--- src/rtl/cam_pixel_capture.sv ---
// cam_pixel_capture: OV7670 capture front end in the camera pixel-clock domain.
// Registers VSYNC/HREF/D, assembles RGB444 pixels from byte pairs and writes
// them into the frame BRAM at addr = y*H_PIXELS + x, one write per pixel.
// Optional feature macro: CAM_LINE_CHECK_EN. When defined, each captured line
// is checked for exactly H_PIXELS pixels and o_line_err latches any mismatch.
// When undefined, o_line_err is tied to 0.
// Handshake: there is no back-pressure. o_pix_wr is a single-cycle strobe, and
// o_pix_addr/o_pix_data are valid in that cycle and hold otherwise.
module cam_pixel_capture #(
  parameter int H_PIXELS    = 640,
  parameter int V_LINES     = 480,
  parameter int SKIP_FRAMES = 2    // 0..255
) (
  input  logic        i_pclk,
  input  logic        i_rstn_pclk,
  input  logic        i_cam_vsync,
  input  logic        i_cam_href,
  input  logic [7:0]  i_cam_data,
  output logic        o_pix_wr,
  output logic [18:0] o_pix_addr,
  output logic [11:0] o_pix_data,
  output logic        o_frame_done,
  output logic        o_capturing,
  output logic        o_line_err
);

  typedef enum logic [1:0] {ST_SKIP, ST_IDLE, ST_CAPTURE} state_t;

  localparam logic [18:0] MAX_ADDR  = 19'(H_PIXELS * V_LINES - 1);
  localparam logic [7:0]  SKIP_LAST = 8'(SKIP_FRAMES - 1);
  localparam state_t      RST_STATE = (SKIP_FRAMES == 0) ? ST_IDLE : ST_SKIP;

  logic        vsync_r_q, vsync_r_d;
  logic        vsync_rr_q, vsync_rr_d;
  logic        href_r_q, href_r_d;
  logic [7:0]  data_r_q, data_r_d;
  state_t      state_q, state_d;
  logic [7:0]  skip_cnt_q, skip_cnt_d;
  logic        phase_q, phase_d;
  logic [3:0]  red_q, red_d;
  logic [18:0] addr_cnt_q, addr_cnt_d;
  logic        full_q, full_d;
  logic        pix_wr_q, pix_wr_d;
  logic [18:0] pix_addr_q, pix_addr_d;
  logic [11:0] pix_data_q, pix_data_d;
  logic        frame_done_q, frame_done_d;
  logic        capturing_q, capturing_d;
  logic        vsync_rise, vsync_fall;

  assign vsync_rise = vsync_r_q & ~vsync_rr_q;
  assign vsync_fall = ~vsync_r_q & vsync_rr_q;

  // Next-state logic: input stage, skip counting, byte pairing and addressing.
  always_comb begin
    vsync_r_d    = i_cam_vsync;
    vsync_rr_d   = vsync_r_q;
    href_r_d     = i_cam_href;
    data_r_d     = i_cam_data;
    state_d      = state_q;
    skip_cnt_d   = skip_cnt_q;
    phase_d      = phase_q;
    red_d        = red_q;
    addr_cnt_d   = addr_cnt_q;
    full_d       = full_q;
    pix_wr_d     = 1'b0;
    pix_addr_d   = pix_addr_q;
    pix_data_d   = pix_data_q;
    frame_done_d = 1'b0;
    case (state_q)
      ST_SKIP: begin
        if (vsync_rise) begin
          if (skip_cnt_q == SKIP_LAST) state_d = ST_IDLE;
          else skip_cnt_d = skip_cnt_q + 8'd1;
        end
      end
      ST_IDLE: begin
        if (vsync_fall) begin
          addr_cnt_d = '0;
          full_d     = 1'b0;
          phase_d    = 1'b0;
          state_d    = ST_CAPTURE;
        end
      end
      ST_CAPTURE: begin
        // A VSYNC rise ends the frame and discards any byte seen with it.
        if (vsync_rise) begin
          frame_done_d = 1'b1;
          phase_d      = 1'b0;
          state_d      = ST_IDLE;
        end else if (href_r_q) begin
          phase_d = ~phase_q;
          if (!phase_q) begin
            red_d = data_r_q[3:0];
          end else if (!full_q) begin
            pix_wr_d   = 1'b1;
            pix_addr_d = addr_cnt_q;
            pix_data_d = {red_q, data_r_q};
            // No wrap: the last address seals the frame until the next start.
            if (addr_cnt_q == MAX_ADDR) full_d = 1'b1;
            else addr_cnt_d = addr_cnt_q + 19'd1;
          end
        end else begin
          phase_d = 1'b0;
        end
      end
      default: state_d = RST_STATE;
    endcase
    capturing_d = (state_d == ST_CAPTURE);
  end

  // State and output registers.
  always_ff @(posedge i_pclk or negedge i_rstn_pclk) begin
    if (!i_rstn_pclk) begin
      vsync_r_q    <= 1'b0;
      vsync_rr_q   <= 1'b0;
      href_r_q     <= 1'b0;
      data_r_q     <= '0;
      state_q      <= RST_STATE;
      skip_cnt_q   <= '0;
      phase_q      <= 1'b0;
      red_q        <= '0;
      addr_cnt_q   <= '0;
      full_q       <= 1'b0;
      pix_wr_q     <= 1'b0;
      pix_addr_q   <= '0;
      pix_data_q   <= '0;
      frame_done_q <= 1'b0;
      capturing_q  <= 1'b0;
    end else begin
      vsync_r_q    <= vsync_r_d;
      vsync_rr_q   <= vsync_rr_d;
      href_r_q     <= href_r_d;
      data_r_q     <= data_r_d;
      state_q      <= state_d;
      skip_cnt_q   <= skip_cnt_d;
      phase_q      <= phase_d;
      red_q        <= red_d;
      addr_cnt_q   <= addr_cnt_d;
      full_q       <= full_d;
      pix_wr_q     <= pix_wr_d;
      pix_addr_q   <= pix_addr_d;
      pix_data_q   <= pix_data_d;
      frame_done_q <= frame_done_d;
      capturing_q  <= capturing_d;
    end
  end

  assign o_pix_wr     = pix_wr_q;
  assign o_pix_addr   = pix_addr_q;
  assign o_pix_data   = pix_data_q;
  assign o_frame_done = frame_done_q;
  assign o_capturing  = capturing_q;

`ifdef CAM_LINE_CHECK_EN
  localparam logic [15:0] LINE_LEN = 16'(H_PIXELS);

  logic        href_rr_q, href_rr_d;
  logic [15:0] line_cnt_q, line_cnt_d;
  logic        line_err_q, line_err_d;
  logic        pix_seen;

  // Every completed byte pair in a line counts, even past the end of the frame.
  assign pix_seen = (state_q == ST_CAPTURE) & href_r_q & phase_q & ~vsync_rise;

  // Per-line pixel count, judged at the HREF falling edge.
  always_comb begin
    href_rr_d  = href_r_q;
    line_cnt_d = line_cnt_q;
    line_err_d = line_err_q;
    if (href_r_q && !href_rr_q) line_cnt_d = '0;
    else if (pix_seen) line_cnt_d = line_cnt_q + 16'd1;
    if (!href_r_q && href_rr_q && (state_q == ST_CAPTURE) && (line_cnt_q != LINE_LEN))
      line_err_d = 1'b1;
  end

  // Line-check registers; the error is sticky until reset.
  always_ff @(posedge i_pclk or negedge i_rstn_pclk) begin
    if (!i_rstn_pclk) begin
      href_rr_q  <= 1'b0;
      line_cnt_q <= '0;
      line_err_q <= 1'b0;
    end else begin
      href_rr_q  <= href_rr_d;
      line_cnt_q <= line_cnt_d;
      line_err_q <= line_err_d;
    end
  end

  assign o_line_err = line_err_q;
`else
  assign o_line_err = 1'b0;
`endif

endmodule

--- config.mk ---
export PLATFORM = sky130hd
export DESIGN_NAME = cam_pixel_capture
export DESIGN_NICKNAME = d
export VERILOG_FILES = /design/src/rtl/cam_pixel_capture.sv
export SDC_FILE = /design/constraint.sdc
export NUM_CORES = 1
export LEC_CHECK = 0
export CAP_MARGIN = 20
export CORE_ASPECT_RATIO = 1.4
export CORE_MARGIN = 2
export CORE_UTILIZATION = 47
export DETAILED_ROUTE_END_ITERATION = 10
export PLACE_DENSITY = 0.75
export REMOVE_ABC_BUFFERS = 1
export SYNTH_ARGS = -nofsm -noshare
export SYNTH_HDL_FRONTEND = slang
export SYNTH_SLANG_ARGS = --single-unit
export TNS_END_PERCENT = 50
--- constraint.sdc ---
create_clock -name i_pclk -period 2 [get_ports i_pclk]
set_input_delay 0.3 -clock i_pclk [delete_from_list [all_inputs] [get_ports i_pclk]]
set_output_delay 0.3 -clock i_pclk [all_outputs]
set_load 0.01 [all_outputs]
* Word-level counts from Yosys, hierarchy flattened
Cells that the tools add are included.
Word-level totals: register bits after elaboration 80, output and inout port bits 35, word-level logic and storage cells 73
Operators by class: $add $sub $neg 2, equality and inequality tests 11, muxes and demuxes 29, bitwise logic cells 8, reduce and logical (&&, ||, !) cells 8
Operator list (number):
- 19-bit 2-to-1 mux | 6
- 19-bit case mux with 2 select lines | 1
- 19-bit by 1-bit adder with 19-bit output, second input constant | 1
- 19-bit == test, second input constant | 1
- 1-bit 2-to-1 mux | 15
- 2-bit != test, second input constant | 6
- 5-bit AND reduction | 2
- 8-bit by 1-bit adder with 8-bit output, second input constant | 1
- 8-bit by 1-bit == test with 1-bit output, second input constant | 1
- 2-bit 2-to-1 mux | 4
- 7-bit AND reduction | 1
- 1-bit inverter | 6
- 2-bit case mux with 3 select lines | 1
- 2-bit == test, second input constant | 2
- 1-bit case mux with 2 select lines | 2
- 4-bit AND reduction | 1
- 3-bit AND reduction | 1
- 1-bit bitwise AND | 2
- 2-bit by 1-bit == test with 1-bit output, second input constant | 1
- 2-bit zero test | 1
- 2-bit AND reduction | 1
- 2-bit nonzero test | 1

* Logic depth before layout (Yosys ltp)
Gate-level depths: netlist of run 1.
depth in word-level cells 7, gate-level depth with buffers 7

* Worst setup path after synthesis of run 1
OpenSTA, ideal clock, no wires.
kind register -> register, from reg addr_cnt_q[0], to reg addr_cnt_q[18], arrival time 1.695 ns, data required time 1.913 ns, slack 0.218 ns, cell stages (with the launch flop) 7, buffers on the path 0, cells stage by stage dfrtp_1 -> ha_1 -> nand3_1 -> nor3_4 -> nand3_4 -> or4_1 -> o211ai_1
Between the ends: cells in the longest elaborated chain, start to end 7, elaborated cells between the ends (all ways) 10
Ends and longest elaborated chain:
- from (decl) | line 41 | logic [18:0] addr_cnt_q, addr_cnt_d;
- from (signal assigned) | line 138 | addr_cnt_q <= addr_cnt_d;
- 19-bit by 1-bit adder with 19-bit output | line 100 | else addr_cnt_d = addr_cnt_q + 19'd1;
- 19-bit 2-to-1 mux | line 99 | if (addr_cnt_q == MAX_ADDR) full_d = 1'b1;
- 19-bit 2-to-1 mux | line 94 | end else if (!full_q) begin
- 19-bit 2-to-1 mux | line 92 | if (!phase_q) begin
- 19-bit 2-to-1 mux | line 90 | end else if (href_r_q) begin
- 19-bit 2-to-1 mux | line 86 | if (vsync_rise) begin
- 19-bit case mux with 2 select lines | line 69 | case (state_q)
Parallel ways exist; a longest one is shown, timed or not. The select of a mux whose other input is x is not followed. A chain may end at the register's enable or synchronous reset.

* Final worst setup path of run 1
from reg addr_cnt_q[1], to reg addr_cnt_q[18]
Same word-level chain as after synthesis.

==> metrics.md, run 1 <==
| Metric | Value |
|---|---|
| Status | complete, no violations |
| WP data required | roughly 2.3 ns |
| Mux share of post-synthesis cell area | roughly an eighth |
| Io pins | 47 |
| DR pass1 iterations | 4 |
| DRT antenna net count | 0 |
| Sequential cell area fraction in the yosys report | between 50% and 60% |
| Met3 global-route usage | slightly above 4% |
| Die width | around 77 µm |
| Global-route wire length before repair | 11,600 µm |
| Power Density | roughly 1000 nW/µm² |
| Slowest CP cell | or4_1 |
| VDD IR max | 0.785 mV |
| Fillers | between 600 and 700 |
| Post-layout util | between 50 and 60% |
| Initial antenna violation count | 0 |
| Largest family of logic cells by synthesized area | simple AND/OR/NAND/NOR gates |
| Grt met1 use | about 20% |
| Largest net degree at the start of global routing | 46 |
| Post-synthesis compound-gate area fraction | about a tenth |
| Port Buf Inserts | 45 |
| WS Path Type | flip-flop to flip-flop |
| Sw frac | 30.2% |
| GPL Wtd Cong | between 0.8 and 0.9 |
| Worst path max stage delay | roughly 0.50 ns |
| Skew final | roughly 0.0079 ns |
| Reg-to-reg setup timing slack | 0.12 ns |
| Synth Instances | between 200 and 300 |
| Reg power frac | roughly 48% |
| Setup_tns | 0 ns |
| Post-DP Area | approximately 4100 µm² |
| CP endpoint kind | flip-flop |
| CTS sink cnt | 80 |
| Detail Placement HPWL | 4750 µm |
| Area leader, netlist | dfrtp_1 |
| Internal power | 3.06 mW |
| Worst path cell trace | ha_2 > nand3_2 > nor3_4 > nand3_4 > or4_1 > o211ai_1 |
| Fin cells | 449 |
| CTS H-Tree Depth | 3 |
| Cts bufs inserted | 9 |
| First-iteration detailed-routing DRC count | 240 |
| Initial Utilization | roughly 48% |
| Reg-to-Reg End | addr_cnt_q[18]$_DFFE_PN0P_ |
| Met2 Track Usage GR | 31.4% |
| Clk buf depth | 2 |
| Remaining DRCs | 0 |
| Unrepaired setup endpoints after global routing | false |
| Post-synth top area share | a little under three fifths |
| Minimum clock period | around 1.9 ns |
| Worst Hold Launch | i_cam_data[7] |
| Via density | about 5.6 |
| Die H | between 100 and 150 µm |
| Gr ovfl total | 0 |
| Worst slew pin tran | 0.524 ns |
| Via count | 2,515 |
| Layout cells sized above 1 | approximately 22% |
| WL final | about 6800 µm |
| Hold path cells | 1 |
| Startpoint types | flip-flop |
| Post-synth cell types | 52 |
| Top-count cell post-synth | dfrtp_1 |
| Die Footprint | ~8100 µm² |
| Worst slew margin | 65.0% |
| Core area | about 7300 µm² |
| Top cells by area, synth | dfrtp_1, mux2_2, nand2_1 |
| Clk pwr share | between 20% and 30% |
| Register area | roughly 2000 µm² |
| Hold Path Sink | data_r_q[7]$_DFF_PN0_ |
| Syn Area/Cell | ~12 µm² |
| Vias in the first global route | about 2,600 |
| Syn. warnings | 0 |
| Fmax | between 500 and 600 MHz |
| Nets | 363 |
| Cells after DPL | around 430 |
| EDFF count, synth | 0 |
| Root Buffer Master | clkbuf_8 |
| Max-cap violations | 0 |
| Grt peak-use layer | met2 |
| Post-synth ARST share | 100% |
| GRT Total Usage | between 10% and 20% |
| Area of the multi-input gates | around 1400 µm² |
| Post-Synth XOR/XNOR Area | 1.76% |
| Final Hold Vio Count | 0 |
| Final Setup Violations | 0 |
| FF+latch count, synth | 80 |
| R2R Path Start | addr_cnt_q[1]$_DFFE_PN0P_ |
| Reg clk slew, reported paths | 0.08 ns |
| P_leak | ~1.9 nW |
| Max Slew Vio Count | 0 |
| Min-Delay Path Class | primary input to flip-flop |
| Fin crit share | 93.8% |
| Synthesized area | between 3000 and 4000 µm² |
| Critical Path AT | ~2.2 ns |
| Top FF cell, synth | dfrtp_1 |
| Routed len/inst | approximately 15 µm |
| N_diodes | 0 |
| Worst r2r path cells | 6 |
| Clk_lat worst skew | 0.35 ns |
| Adder-cell share of the synthesized area | 1.08% |
| Post-route cell area | around 4400 µm² |
| Post-Synth Simple-Gate Area | between 10% and 20% |
| Row cnt | 37 |
| Hold slack | roughly 0.38 ns |
| P_sw | between 1 and 1.5 mW |
| Top post-synthesis cells by count | dfrtp_1, mux2_2, nand2_1, nand3_1 |
| Logic pwr share | between 20% and 30% |
| CTS tree | built |
| P&R area growth vs syn | 25.2% |
| Crit path max fanout | 7 |
[power groups by stage]
| stage | registers [mW] | clock network [mW] | logic, mW |
|---|---|---|---|
| 3_3_place_gp | 2.11 | 0 | 1.13 |
| 2_1_floorplan | 2.15 | 0 | 0.566 |
| 4_1_cts | 2.09 | 1.16 | 1.16 |
| 6_report | 2.09 | 1.13 | 1.16 |
| 5_1_grt | 2.13 | 1.24 | 1.29 |
| 3_5_place_dp | 2.12 | 0 | 1.15 |
[critical path: cells and delay by family, from the launching register on]
family	cells	cell delay [ns]
adder cells (fa/ha/maj)	1	0.22
AND/OR/NAND/NOR	4	1.09
AO/OA/AOI/OAI	1	0.11
flip-flops	1	0.37
[cell usage in the layout (no fill, tap or decap), types with 2 or more instances in the layout]
master and instances:
mux2_2 35, dfrtp_1 80, xnor2_1 6, a41oi_1 2
a21oi_1 9, nand4_1 5, o311ai_0 4, buf_4 15
nor2_4 2, nand3_2 2, nor2b_1 5, ha_1 2
buf_12 2, nand2_1 20, and4_1 2, nor3_1 3
clkinvlp_4 2, nor2_1 8, nor4_1 3, nand3_1 13
or4_1 3, nand2b_1 6, o211ai_1 7, inv_1 5
o31ai_1 3, o22ai_1 2, clkbuf_8 9, o21ai_0 9
mux2i_1 2, a31oi_1 8, clkdlybuf4s50_1 44, and3_1 5
[metal layers]
metal / vias up / share of wire (%)
met1: 1256 / 41
met3: 7 / 4.5
met5: - / 0
met4: 0 / 1.6
li1: 1188 / -
met2: 64 / 53
[state kept, by name (all words and copies together) (netlist names)]
signal	flops
addr_cnt_q	19
data_r_q	8
full_q	1
href_r_q	1
o_capturing	1
o_frame_done	1
o_pix_addr	19
o_pix_data	12
o_pix_wr	1
phase_q	1
red_q	4
skip_cnt_q	8
state_q	2
vsync_r_q	1
vsync_rr_q	1
[area by class of cell]
class                           count  share of cell area (%)
Multi-Input combinational cell    190                    32.8
Clock buffer                       10                    2.93
Clock inverter                      5                    1.35
Tap cell                           97                    2.78
Sequential cell                    80                    45.9
Timing Repair Buffer               62                    13.8
Inverter                            5                   0.430
[logic make-up after synthesis]
| logic type | count (synthesis) |
|---|---|
| buffers and inverters | 15 |
| adders and majority gates | 3 |
| muxes | 37 |
| DFF | 80 |
| other | 1 |
| xor gates and xnor gates | 7 |
| AOI/OAI and AO/OA | 52 |
| and+or+nand+nor | 90 |
[what timing repair did]
item | CTS | global route
resized for setup | 0 | 3
hold buffers | 1 | 0
hold endpoints to repair | 35 | 0
endpoints found under the setup margin | 0 | 8
setup buffers | 0 | 1
[how the worst max path moves through the flow]
stage	from	endpoint	cells past startpoint
2_1_floorplan	state_q[0]$_DFF_PN0_	addr_cnt_q[5]$_DFFE_PN0P_	4
3_5_place_dp	addr_cnt_q[1]$_DFFE_PN0P_	addr_cnt_q[3]$_DFFE_PN0P_	6
5_1_grt	addr_cnt_q[1]$_DFFE_PN0P_	addr_cnt_q[18]$_DFFE_PN0P_	6
4_1_cts	addr_cnt_q[1]$_DFFE_PN0P_	addr_cnt_q[3]$_DFFE_PN0P_	6
3_3_place_gp	addr_cnt_q[1]$_DFFE_PN0P_	addr_cnt_q[18]$_DFFE_PN0P_	6
6_report	addr_cnt_q[1]$_DFFE_PN0P_	addr_cnt_q[18]$_DFFE_PN0P_	6
[through the flow]
step | total power, mW | setup slack (ns)
global placement | 3.23 | 0.118
detailed placement | 3.27 | 0.0281
floorplan | 2.71 | -0.993
CTS | 4.41 | 0.00732
finish | 4.38 | 0.124
global route | 4.65 | 0.0499
No activity file was read; power rests on OpenSTA's default activity.
==> inputs of run 2 (changes only) <==
SKIP_CTS_REPAIR_TIMING = 1   (was unset)
SKIP_LAST_GASP = 1   (was unset)
==> metrics.md, run 2 (synthesis gave the netlist of run 1 again) <==
| Metric | Value |
|---|---|
| Most common cell after layout, fill and taps aside | dfrtp_1 |
| WP data required | 2.28 ns (about the same) |
| Core area | 7270 µm² (unchanged) |
| Worst r2r path cells | 6 (unchanged) |
| Vias in the first global route | 2,564 (-0.39%) |
| Unrepaired setup endpoints after global routing | false |
| Min-Delay Path Class | primary input to flip-flop |
| Cts bufs inserted | 9 (unchanged) |
| VDD IR max | 0.785 mV (about the same) |
| Nets | 363 (unchanged) |
| Worst slew margin | 65.1% (+0.079 points) |
| Initial Utilization | 47.9% (unchanged) |
| Fin crit share | 93.6% (-0.25 points) |
| CTS H-Tree Depth | 3 (unchanged) |
| GRT Total Usage | 18.0% (-0.037 points) |
| Reg-to-reg setup timing slack | 0.13 ns (about the same) |
| Die Footprint | 8130 µm² (unchanged) |
| Hold Path Sink | data_r_q[7]$_DFF_PN0_ |
| R2R Path Start | addr_cnt_q[1]$_DFFE_PN0P_ |
| Clk_lat worst skew | 0.36 ns (about the same) |
| Largest net degree at the start of global routing | 46 (unchanged) |
| Worst path cell trace | ha_2 > nand3_2 > nor3_4 > nand3_4 > or4_1 > o211ai_1 |
| Fmax | 534 MHz (+0.26%) |
| Power Density | 1010 nW/µm² (+0.25%) |
| Via density | 5.60 (unchanged) |
| Fillers | 649 (unchanged) |
| Max Slew Vio Count | 0 (unchanged) |
| Reg-to-Reg End | addr_cnt_q[18]$_DFFE_PN0P_ |
| Setup_tns | 0 ns (unchanged) |
| N_diodes | 0 (unchanged) |
| P_leak | 1.90 nW (unchanged) |
| First-iteration detailed-routing DRC count | 222 (-7.5%) |
| Layout cells sized above 1 | 22.2% (unchanged) |
| Final Setup Violations | 0 (unchanged) |
| Io pins | 47 (unchanged) |
| Row cnt | 37 (unchanged) |
| Final Hold Vio Count | 0 (unchanged) |
| Hold path cells | 1 (unchanged) |
| WS Path Type | flip-flop to flip-flop |
| Via count | 2,515 (unchanged) |
| Max-cap violations | 0 (unchanged) |
| Minimum clock period | 1.87 ns (-0.00492 ns) |
| Reg clk slew, reported paths | 0.08 ns (about the same) |
| Crit path max fanout | 7 (unchanged) |
| Remaining DRCs | 0 (unchanged) |
| Initial antenna violation count | 0 (unchanged) |
| Register area | 2000 µm² (unchanged) |
| Status | complete, no violations |
| DRT antenna net count | 0 (unchanged) |
| Global-route wire length before repair | 11,600 µm (-0.23%) |
| Clk buf depth | 2 (unchanged) |
| Port Buf Inserts | 45 (unchanged) |
| Worst path max stage delay | 0.50 ns (about the same) |
| Startpoint types | flip-flop |
| Commonest cells after routing, fill and taps aside | dfrtp_1, clkdlybuf4s50_1, mux2_2, nand2_1, buf_4 |
| WL final | 6810 µm (+0.24%) |
| Skew final | 0.00795 ns (+0.0000461 ns) |
| CP endpoint kind | flip-flop |
| CTS tree | built |
| Die H | 106 µm (unchanged) |
| Routed len/inst | 15.2 µm (+0.24%) |
| Slowest CP cell | or4_1 |
| Detail Placement HPWL | 4750 µm (unchanged) |
| GPL Wtd Cong | 0.843 (unchanged) |
| Worst Hold Launch | i_cam_data[7] |
| Die width | 76.8 µm (unchanged) |
| DR pass1 iterations | 5 (+1) |
| Root Buffer Master | clkbuf_8 |
| Setup Slack @ Placement | 0.0281 ns (unchanged) |
| P&R area growth vs syn | 25.2% (unchanged) |
| CTS sink cnt | 80 (unchanged) |
| Worst slew pin tran | 0.523 ns (-0.00118 ns) |
| Critical Path AT | 2.15 ns (about the same) |
| Final worst setup slack | 0.129 ns (+0.00492 ns) |
| Area of the multi-input gates | 1430 µm² (unchanged) |
| Gr ovfl total | 0 (unchanged) |
[run 2: area by class of cell]
class                      count  area share [%]
clock buffer                  10            2.93
clock inverter                 5            1.35
inverter                       5           0.430
multi-input combinational    190            32.8
sequential                    80            45.9
tap                           97            2.78
timing repair buffer          62            13.8
[run 2: worst max-delay path by stage]
stage,slack [ns],startpoint,cells past startpoint,end
after floorplan,-0.99,state_q[0]$_DFF_PN0_,4,addr_cnt_q[5]$_DFFE_PN0P_
after global placement,0.12,addr_cnt_q[1]$_DFFE_PN0P_,6,addr_cnt_q[18]$_DFFE_PN0P_
after detailed placement,0.03,addr_cnt_q[1]$_DFFE_PN0P_,6,addr_cnt_q[3]$_DFFE_PN0P_
after CTS,0.007,addr_cnt_q[1]$_DFFE_PN0P_,6,addr_cnt_q[3]$_DFFE_PN0P_
after global routing,0.05,addr_cnt_q[1]$_DFFE_PN0P_,6,addr_cnt_q[18]$_DFFE_PN0P_
final,0.13,addr_cnt_q[1]$_DFFE_PN0P_,6,addr_cnt_q[18]$_DFFE_PN0P_
[run 2: per-stage QoR]
stage / util [%] / instances / cell area [µm²] / total power [mW] / hold slack, ns
finish: 60.0 / 449 / 4360 / 4.39 / 0.375
global route: 60.0 / 449 / 4360 / 4.65 / 0.376
CTS: 59.6 / 447 / 4330 / 4.41 / -0.109
detailed placement: 57.0 / 432 / 4140 / 3.27 / 0.282
global placement: 57.0 / 432 / 4140 / 3.23 / 0.281
floorplan: - / 275 / 3430 / 2.71 / 0.00441
[run 2: power by group]
group	switching [mW]	total (mW)	internal, mW
Combinational	0.559	1.16	0.605
Clock	0.570	1.14	0.569
Sequential	0.203	2.09	1.88
[run 2: per-layer routing]
layer	vias to the layer above	routed length, µm	GRT usage (%)
met1	1257	2790	20.6
met4	0	101	9.74
met3	8	311	4.11
met2	61	3610	31.1
met5	-	0	0
li1	1189	-	-
[run 2: critical path, delay by kind of cell (launching register included)]
kind / cells / cell delay [ns]
simple gates: 4 / 1.09
flops: 1 / 0.37
fa+ha+maj: 1 / 0.22
compound gates: 1 / 0.11
